**src/rtl/l2_burst_adapter.sv**
```systemverilog
// rtl/l2_burst_adapter.sv - converts L2 line read/write requests into 4-beat memory bursts
// Registered-output FSM; one completion pulse per line after the final beat.
module l2_burst_adapter #(
    parameter int s_line  = 256,
    parameter int s_burst = 64
) (
    input  logic                clk,
    input  logic                rst_n,
    input  logic [31:0]         line_addr,
    input  logic                line_read,
    input  logic                line_write,
    input  logic [s_line-1:0]   line_wdata,
    output logic [s_line-1:0]   line_rdata,
    output logic                line_resp,
    output logic [31:0]         burst_addr,
    output logic                burst_read,
    output logic                burst_write,
    output logic [s_burst-1:0]  burst_wdata,
    input  logic [s_burst-1:0]  burst_rdata,
    input  logic                burst_resp
);

    localparam int n_beats = s_line / s_burst;
    localparam int cnt_w   = $clog2(n_beats);
    localparam int off_w   = $clog2(s_line / 8);
    localparam logic [cnt_w-1:0] last_beat = cnt_w'(n_beats - 1);

    typedef enum logic [1:0] {
        IDLE,
        READ,
        WRITE,
        DONE
    } state_t;

    state_t              state_q, state_d;
    logic [cnt_w-1:0]    cnt_q, cnt_d, cnt_inc;
    logic [s_line-1:0]   line_rdata_q, line_rdata_d;
    logic [s_line-1:0]   wbuf_q, wbuf_d;
    logic                line_resp_q, line_resp_d;
    logic [31:0]         burst_addr_q, burst_addr_d;
    logic                burst_read_q, burst_read_d;
    logic                burst_write_q, burst_write_d;
    logic [s_burst-1:0]  burst_wdata_q, burst_wdata_d;

    // Byte-offset bits inside a line never reach memory.
    logic unused_addr_bits;
    assign unused_addr_bits = ^line_addr[off_w-1:0];

    assign cnt_inc = cnt_q + 1'b1;

    always_comb begin
        state_d       = state_q;
        cnt_d         = cnt_q;
        line_rdata_d  = line_rdata_q;
        wbuf_d        = wbuf_q;
        line_resp_d   = 1'b0;
        burst_addr_d  = burst_addr_q;
        burst_read_d  = burst_read_q;
        burst_write_d = burst_write_q;
        burst_wdata_d = burst_wdata_q;
        case (state_q)
            IDLE: begin
                // Write-back wins over fill when both are requested.
                if (line_read || line_write) begin
                    burst_addr_d = {line_addr[31:off_w], {off_w{1'b0}}};
                    cnt_d        = '0;
                    if (line_write) begin
                        state_d       = WRITE;
                        burst_write_d = 1'b1;
                        wbuf_d        = line_wdata;
                        burst_wdata_d = line_wdata[s_burst-1:0];
                    end else begin
                        state_d      = READ;
                        burst_read_d = 1'b1;
                    end
                end
            end
            READ: begin
                if (burst_resp) begin
                    line_rdata_d[cnt_q*s_burst +: s_burst] = burst_rdata;
                    cnt_d = cnt_inc;
                    if (cnt_q == last_beat) begin
                        state_d      = DONE;
                        burst_read_d = 1'b0;
                        line_resp_d  = 1'b1;
                    end
                end
            end
            WRITE: begin
                if (burst_resp) begin
                    cnt_d         = cnt_inc;
                    burst_wdata_d = wbuf_q[cnt_inc*s_burst +: s_burst];
                    if (cnt_q == last_beat) begin
                        state_d       = DONE;
                        burst_write_d = 1'b0;
                        line_resp_d   = 1'b1;
                    end
                end
            end
            DONE: begin
                state_d = IDLE;
            end
            default: begin
                state_d = IDLE;
            end
        endcase
    end

    always_ff @(posedge clk or negedge rst_n) begin
        if (!rst_n) begin
            state_q       <= IDLE;
            cnt_q         <= '0;
            line_rdata_q  <= '0;
            wbuf_q        <= '0;
            line_resp_q   <= 1'b0;
            burst_addr_q  <= '0;
            burst_read_q  <= 1'b0;
            burst_write_q <= 1'b0;
            burst_wdata_q <= '0;
        end else begin
            state_q       <= state_d;
            cnt_q         <= cnt_d;
            line_rdata_q  <= line_rdata_d;
            wbuf_q        <= wbuf_d;
            line_resp_q   <= line_resp_d;
            burst_addr_q  <= burst_addr_d;
            burst_read_q  <= burst_read_d;
            burst_write_q <= burst_write_d;
            burst_wdata_q <= burst_wdata_d;
        end
    end

    assign line_rdata  = line_rdata_q;
    assign line_resp   = line_resp_q;
    assign burst_addr  = burst_addr_q;
    assign burst_read  = burst_read_q;
    assign burst_write = burst_write_q;
    assign burst_wdata = burst_wdata_q;

endmodule
```
**config.mk**
```make
export PLATFORM = sky130hd
export DESIGN_NAME = l2_burst_adapter
export DESIGN_NICKNAME = d
export VERILOG_FILES = /design/src/rtl/l2_burst_adapter.sv
export SDC_FILE = /design/constraint.sdc
export NUM_CORES = 1
export LEC_CHECK = 0
export BUFFER_PORTS_ARGS = -buffer_cell sky130_fd_sc_hd__buf_2
export CAP_MARGIN = 20
export CORE_AREA = 2 2 280 282
export DETAILED_ROUTE_END_ITERATION = 16
export DIE_AREA = 0 0 282 284
export PLACE_DENSITY_LB_ADDON = 0.1
export SYNTH_ARGS = -nofsm -noshare
export SYNTH_HDL_FRONTEND = slang
export SYNTH_SLANG_ARGS = --single-unit
```
**constraint.sdc**
```tcl
create_clock -name clk -period 6.37 [get_ports clk]
set_input_delay 0.9555 -clock clk [delete_from_list [all_inputs] [get_ports clk]]
set_output_delay 0.9555 -clock clk [all_outputs]
set_load 0.03 [all_outputs]
```
; ---- After elaboration in Yosys (flattened, before gate mapping)
; Index checks and enable logic that the tools add are counted.
[word_totals]
regBits = 610
in_bits = 357
elab_cells = 65
[op_classes]
addsub = 2
eq_ne = 13
shifts = 3
muxes = 24
n_reduce_logical = 14
[op_table]
columns = operator, count
row1 = bitwise mux 256 bit, 1
row2 = variable shift 64 x 34 -> 256 bit (first input constant), 1
row3 = variable part select 256 x 9 -> 64 bit, 1
row4 = variable part select 64 x 34 -> 256 bit, 1
row5 = 2-to-1 mux 64 bit, 3
row6 = case mux 64 bit (2 select lines), 1
row7 = negator 8 -> 34 bit, 1
row8 = inequality test 2 bit (second input constant), 7
row9 = 2-to-1 mux 2 bit, 6
row10 = AND reduction 5 bit, 2
row11 = 2-to-1 mux 1 bit, 9
row12 = AND reduction 3 bit, 3
row13 = equality test 2 bit (second input constant), 3
row14 = case mux 2 bit (3 select lines), 1
row15 = nonzero test 2 bit, 3
row16 = inequality test 2 x 1 -> 1 bit (second input constant), 2
row17 = case mux 1 bit (2 select lines), 2
row18 = case mux 2 bit (2 select lines), 1
row19 = AND reduction 2 bit, 2
row20 = AND reduction 4 bit, 1
row21 = adder 2 x 1 -> 2 bit (second input constant), 1
row22 = equality test 2 x 1 -> 1 bit (second input constant), 1
row23 = logical NOT 2 bit, 1
row24 = OR reduction 2 bit, 1
row25 = logical OR 1 bit, 1

; ---- Depth between registers and ports, before layout
[logic_depth]
word_depth = 4
mapped_depth = 10
depth_no_buf = 5

; ---- Least setup slack after synthesis
; OpenSTA, ideal clock, no wires.
[synth_timing]
path_kind = flip-flop to flip-flop
start = register cnt_q[0]
end = register burst_wdata_q[24], in the netlist burst_wdata[24]
setup_time_ns = 0.126
arrival_time_ns = 2.237
slack_ns = 4.007
stages_incl_launch_ff = 10
period_less_slack_ns = 2.363
path_cell_list = dfrtp_1 > buf_6 > buf_6 > inv_1 > ha_1 > buf_2 > buf_4 > buf_2 > mux4_2 > a221o_1
[synth_via]
elab_chain_cells = 4
[synth_lines]
columns = item, line
row1 = start: declaration, 36  ; logic [cnt_w-1:0] cnt_q, cnt_d, cnt_inc;
row2 = start signal: assignment, 122  ; cnt_q <= cnt_d;
row3 = adder 2 x 1 -> 2 bit, 49  ; assign cnt_inc = cnt_q + 1'b1;
row4 = variable part select 256 x 9 -> 64 bit, 92  ; burst_wdata_d = wbuf_q[cnt_inc*s_burst +: s_burst];
row5 = 2-to-1 mux 64 bit, 90  ; if (burst_resp) begin
row6 = case mux 64 bit (2 select lines), 61  ; case (state_q)
row7 = end signal: assignment, 129  ; burst_wdata_q <= burst_wdata_d;
row8 = end: declaration, 43  ; logic [s_burst-1:0] burst_wdata_q, burst_wdata_d;
; No other way between the ends. The select of a mux whose other input is x is not followed.
; A chain may end at the register's enable or synchronous reset.

; ---- Worst setup path after layout
[layout_timing]
start = register cnt_q[0]
end = register line_rdata_q[17], in the netlist line_rdata[17]
[layout_via]
elab_chain_cells = 3
[layout_lines]
columns = item, line
row1 = negator 8 -> 34 bit (*), 80  ; line_rdata_d[cnt_q*s_burst +: s_burst] = burst_rdata;
row2 = variable part select 64 x 34 -> 256 bit or variable shift 64 x 34 -> 256 bit (tied branches), 80
row3 = bitwise mux 256 bit (*), 80
row4 = end signal: assignment, 123  ; line_rdata_q <= line_rdata_d;
row5 = end: declaration, 37  ; logic [s_line-1:0] line_rdata_q, line_rdata_d;
; Every way passes the cells marked *; elsewhere a longest branch is shown, timed or not.

==> run metrics <==
Max Fclk=267 MHz; final worst slack=between 2 and 3 ns; initial core utilization=between 30% and 40%; most common cell in the netlist=dfrtp_1; core region area=slightly below 80,000 sq um; Netlist Area Pre-Place=24,800 sq um; pwr/cell area=slightly above 500 nW/um^2; Combinational Power Share=a little under two fifths; first-pass GRT wire length=between 100 and 150 mm; CTS tree=done; synthesized flop and latch total=just over 600; post-synth top area share=around three fifths; die area=approximately 80,000 sq um; vias in the first global route=18,800; total setup buffers inserted after CTS=0; Synth area leader=dfrtp_1; half-perimeter wire length after placement=roughly 56 mm; critical path arrival=between 4 and 5 ns; clock root buffer=clkbuf_16; Setup CP Type=reg2reg; Top FF cell, synth=dfrtp_1; Mapped Avg Cell Area=approximately 13 sq um; area delta synth->final=27.1%; final max-slew violation count=0; hold slack=0.424 ns; IO Pins=~710; initial antenna violation count=44; Reg power frac=between 30% and 40%; Wirelength per Cell=22.9 um; Sw Ratio=36.1%; VDD IR max=between 0.2 and 0.25 mV; WL final=83.9 mm; Post-synth EDFFs=0; Worst Tran Pin Value=between 1 and 1.5 ns; CP Capture Type=flip-flop; post-layout util=between 40% and 50%; Final Hold Vio Count=0; worst-path fanout max=65; Mapped Cells=between 1,500 and 2,000; Hold/Removal Path Class=in2async; Detail Route Antenna Nets=0; Pleak=0.0156 uW; CTS Hold Bufs=0; Startpoint Class=flip-flop; drc violations=0; vias=between 15,000 and 20,000; port bufs=roughly 700; GPL Wtd Cong=0.832; largest net degree at the start of global routing=around 180; initial DRC count=around 1,000; die height=284 um; Max-Cap Viols=0; share of cells above drive strength 1=43.7%; Max Root-Sink Buffers=3; Tcrit/Tclk final=58.9%; DP Worst Slack=between 2 and 3 ns; Remaining Overflow, GRT=0; register area share after synthesis=between 60 and 70%; Worst Path Required=between 6 and 7 ns; row cnt=between 100 and 150; Commonest cells post-synth=dfrtp_1 (610), nand2_1 (351), mux2_2 (222); RSZ-0062 raised after global routing=false; post-synth cell types=35; ys async rst share=100%; Total Power=between 15,000 and 20,000 uW; Int Pwr=10,300 uW; Period minus WS final=approximately 3.8 ns; die width=282 um; post-cts sizing count=0; Clk pwr share=between 20% and 30%; status=finished clean; yosys warns=0; TritonRoute pass-1 iters=4; gr usage total=between 20% and 30%; H-tree depth=3; TritonCTS Buffers=70; clock sink count=between 600 and 700; Area contributors post-synth=dfrtp_1 (61%), mux2_2 (10%), mux4_2 (5.8%); Worst R2R Setup Slack=approximately 2.6 ns; Max-slew headroom=between 20 and 30%; vias per cell=approximately 5; Net count, final=just under 3,000; Worst-path clk slew=0.06 ns; Worst-Skew Late Latency=~0.60 ns; clock skew=between 0.02 and 0.025 ns; Final Setup Violations=0; setup TNS=0 ns; sw power=between 5000 and 6000 uW
-- final cells by class --
| type | count | area, sq um |
|---|---|---|
| Fill cell | 7503 | 45400 |
| Sequential cell | 610 | 15300 |
| Multi-Input combinational cell | 1131 | 8840 |
| Timing Repair Buffer | 725 | 3760 |
| Clock buffer | 103 | 2050 |
| Tap cell | 1040 | 1300 |
| Clock inverter | 21 | 278 |
| Antenna cell | 22 | 55.1 |
| Inverter | 7 | 26.3 |
-- power groups by stage --
stage / combinational (uW) / sequential, uW / clock, uW
final: 5960 / 6050 / 4110
after global routing: 6390 / 6230 / 4390
after CTS: 6060 / 6050 / 4240
after detailed placement: 6060 / 6100 / 0
after global placement: 5940 / 6040 / 0
after floorplan: 3260 / 6970 / 0
-- state kept, by name, indices dropped and copies added (netlist names) --
| signal | flops |
|---|---|
| burst_wdata | 64 |
| cnt_q | 2 |
| burst_addr | 27 |
| burst_write | 1 |
| wbuf_q | 256 |
| line_rdata | 256 |
| line_resp | 1 |
| burst_read | 1 |
| state_q | 2 |
-- through the flow --
stage | instances | area (sq um)
after CTS | 3636 | 31500
after global placement | 3512 | 29200
after global routing | 3653 | 31600
after floorplan | 1902 | 24900
final | 3659 | 31600
after detailed placement | 3512 | 29200
-- worst paths after layout --
| kind | startpoint | endpoint | depth (start not counted) |
|---|---|---|---|
| hold reg to reg | line_rdata[104] | line_rdata[104] | 2 |
| setup reg to reg | cnt_q[0] | line_rdata[17] | 6 |
| hold / removal | rst_n | line_rdata[50] | 1 |
| setup / recovery | cnt_q[0] | line_rdata[17] | 6 |
| max in group asynchronous | rst_n | wbuf_q[207] | 2 |
| min in group clk | line_rdata[104] | line_rdata[104] | 2 |
-- cells in the final DEF, fill, tap and decap left out, drive strengths merged, types with 3 or more instances in the layout --
| master | count |
|---|---|
| a221o | 64 |
| a22o | 149 |
| buf | 725 |
| bufinv | 6 |
| clkbuf | 103 |
| clkinv | 12 |
| conb | 5 |
| dfrtp | 610 |
| diode | 22 |
| ha | 9 |
| inv | 10 |
| mux2 | 222 |
| mux4 | 64 |
| nand2 | 351 |
| nand2b | 6 |
| nand3 | 67 |
| nor2 | 64 |
| nor4b | 3 |
| o21ai | 113 |
-- metal layers --
metal | routed length, um | global-route usage, % | vias up
li1 | - | - | 8102
met1 | 32600 | 24.4 | 9209
met2 | 41800 | 34.8 | 561
met3 | 7040 | 7.14 | 154
met4 | 2240 | 6.64 | 44
met5 | 269 | 0 | -
-- logic make-up after synthesis --
kind of cell	share of synthesized area [%]
flops	61.5
buf+inv	3.55
other cells	0.0151
compound gates	10.3
mux	15.9
fa+ha+maj	0.453
simple gates	8.29
-- critical path: stages (launching register included) --
cell     delay [ns]
dfrtp_4        0.75
inv_1          0.38
ha_4           0.30
nand3_4        0.72
nor4b_4        0.45
buf_4          0.75
a22o_1         0.25
No activity file was read; power rests on OpenSTA's default activity.
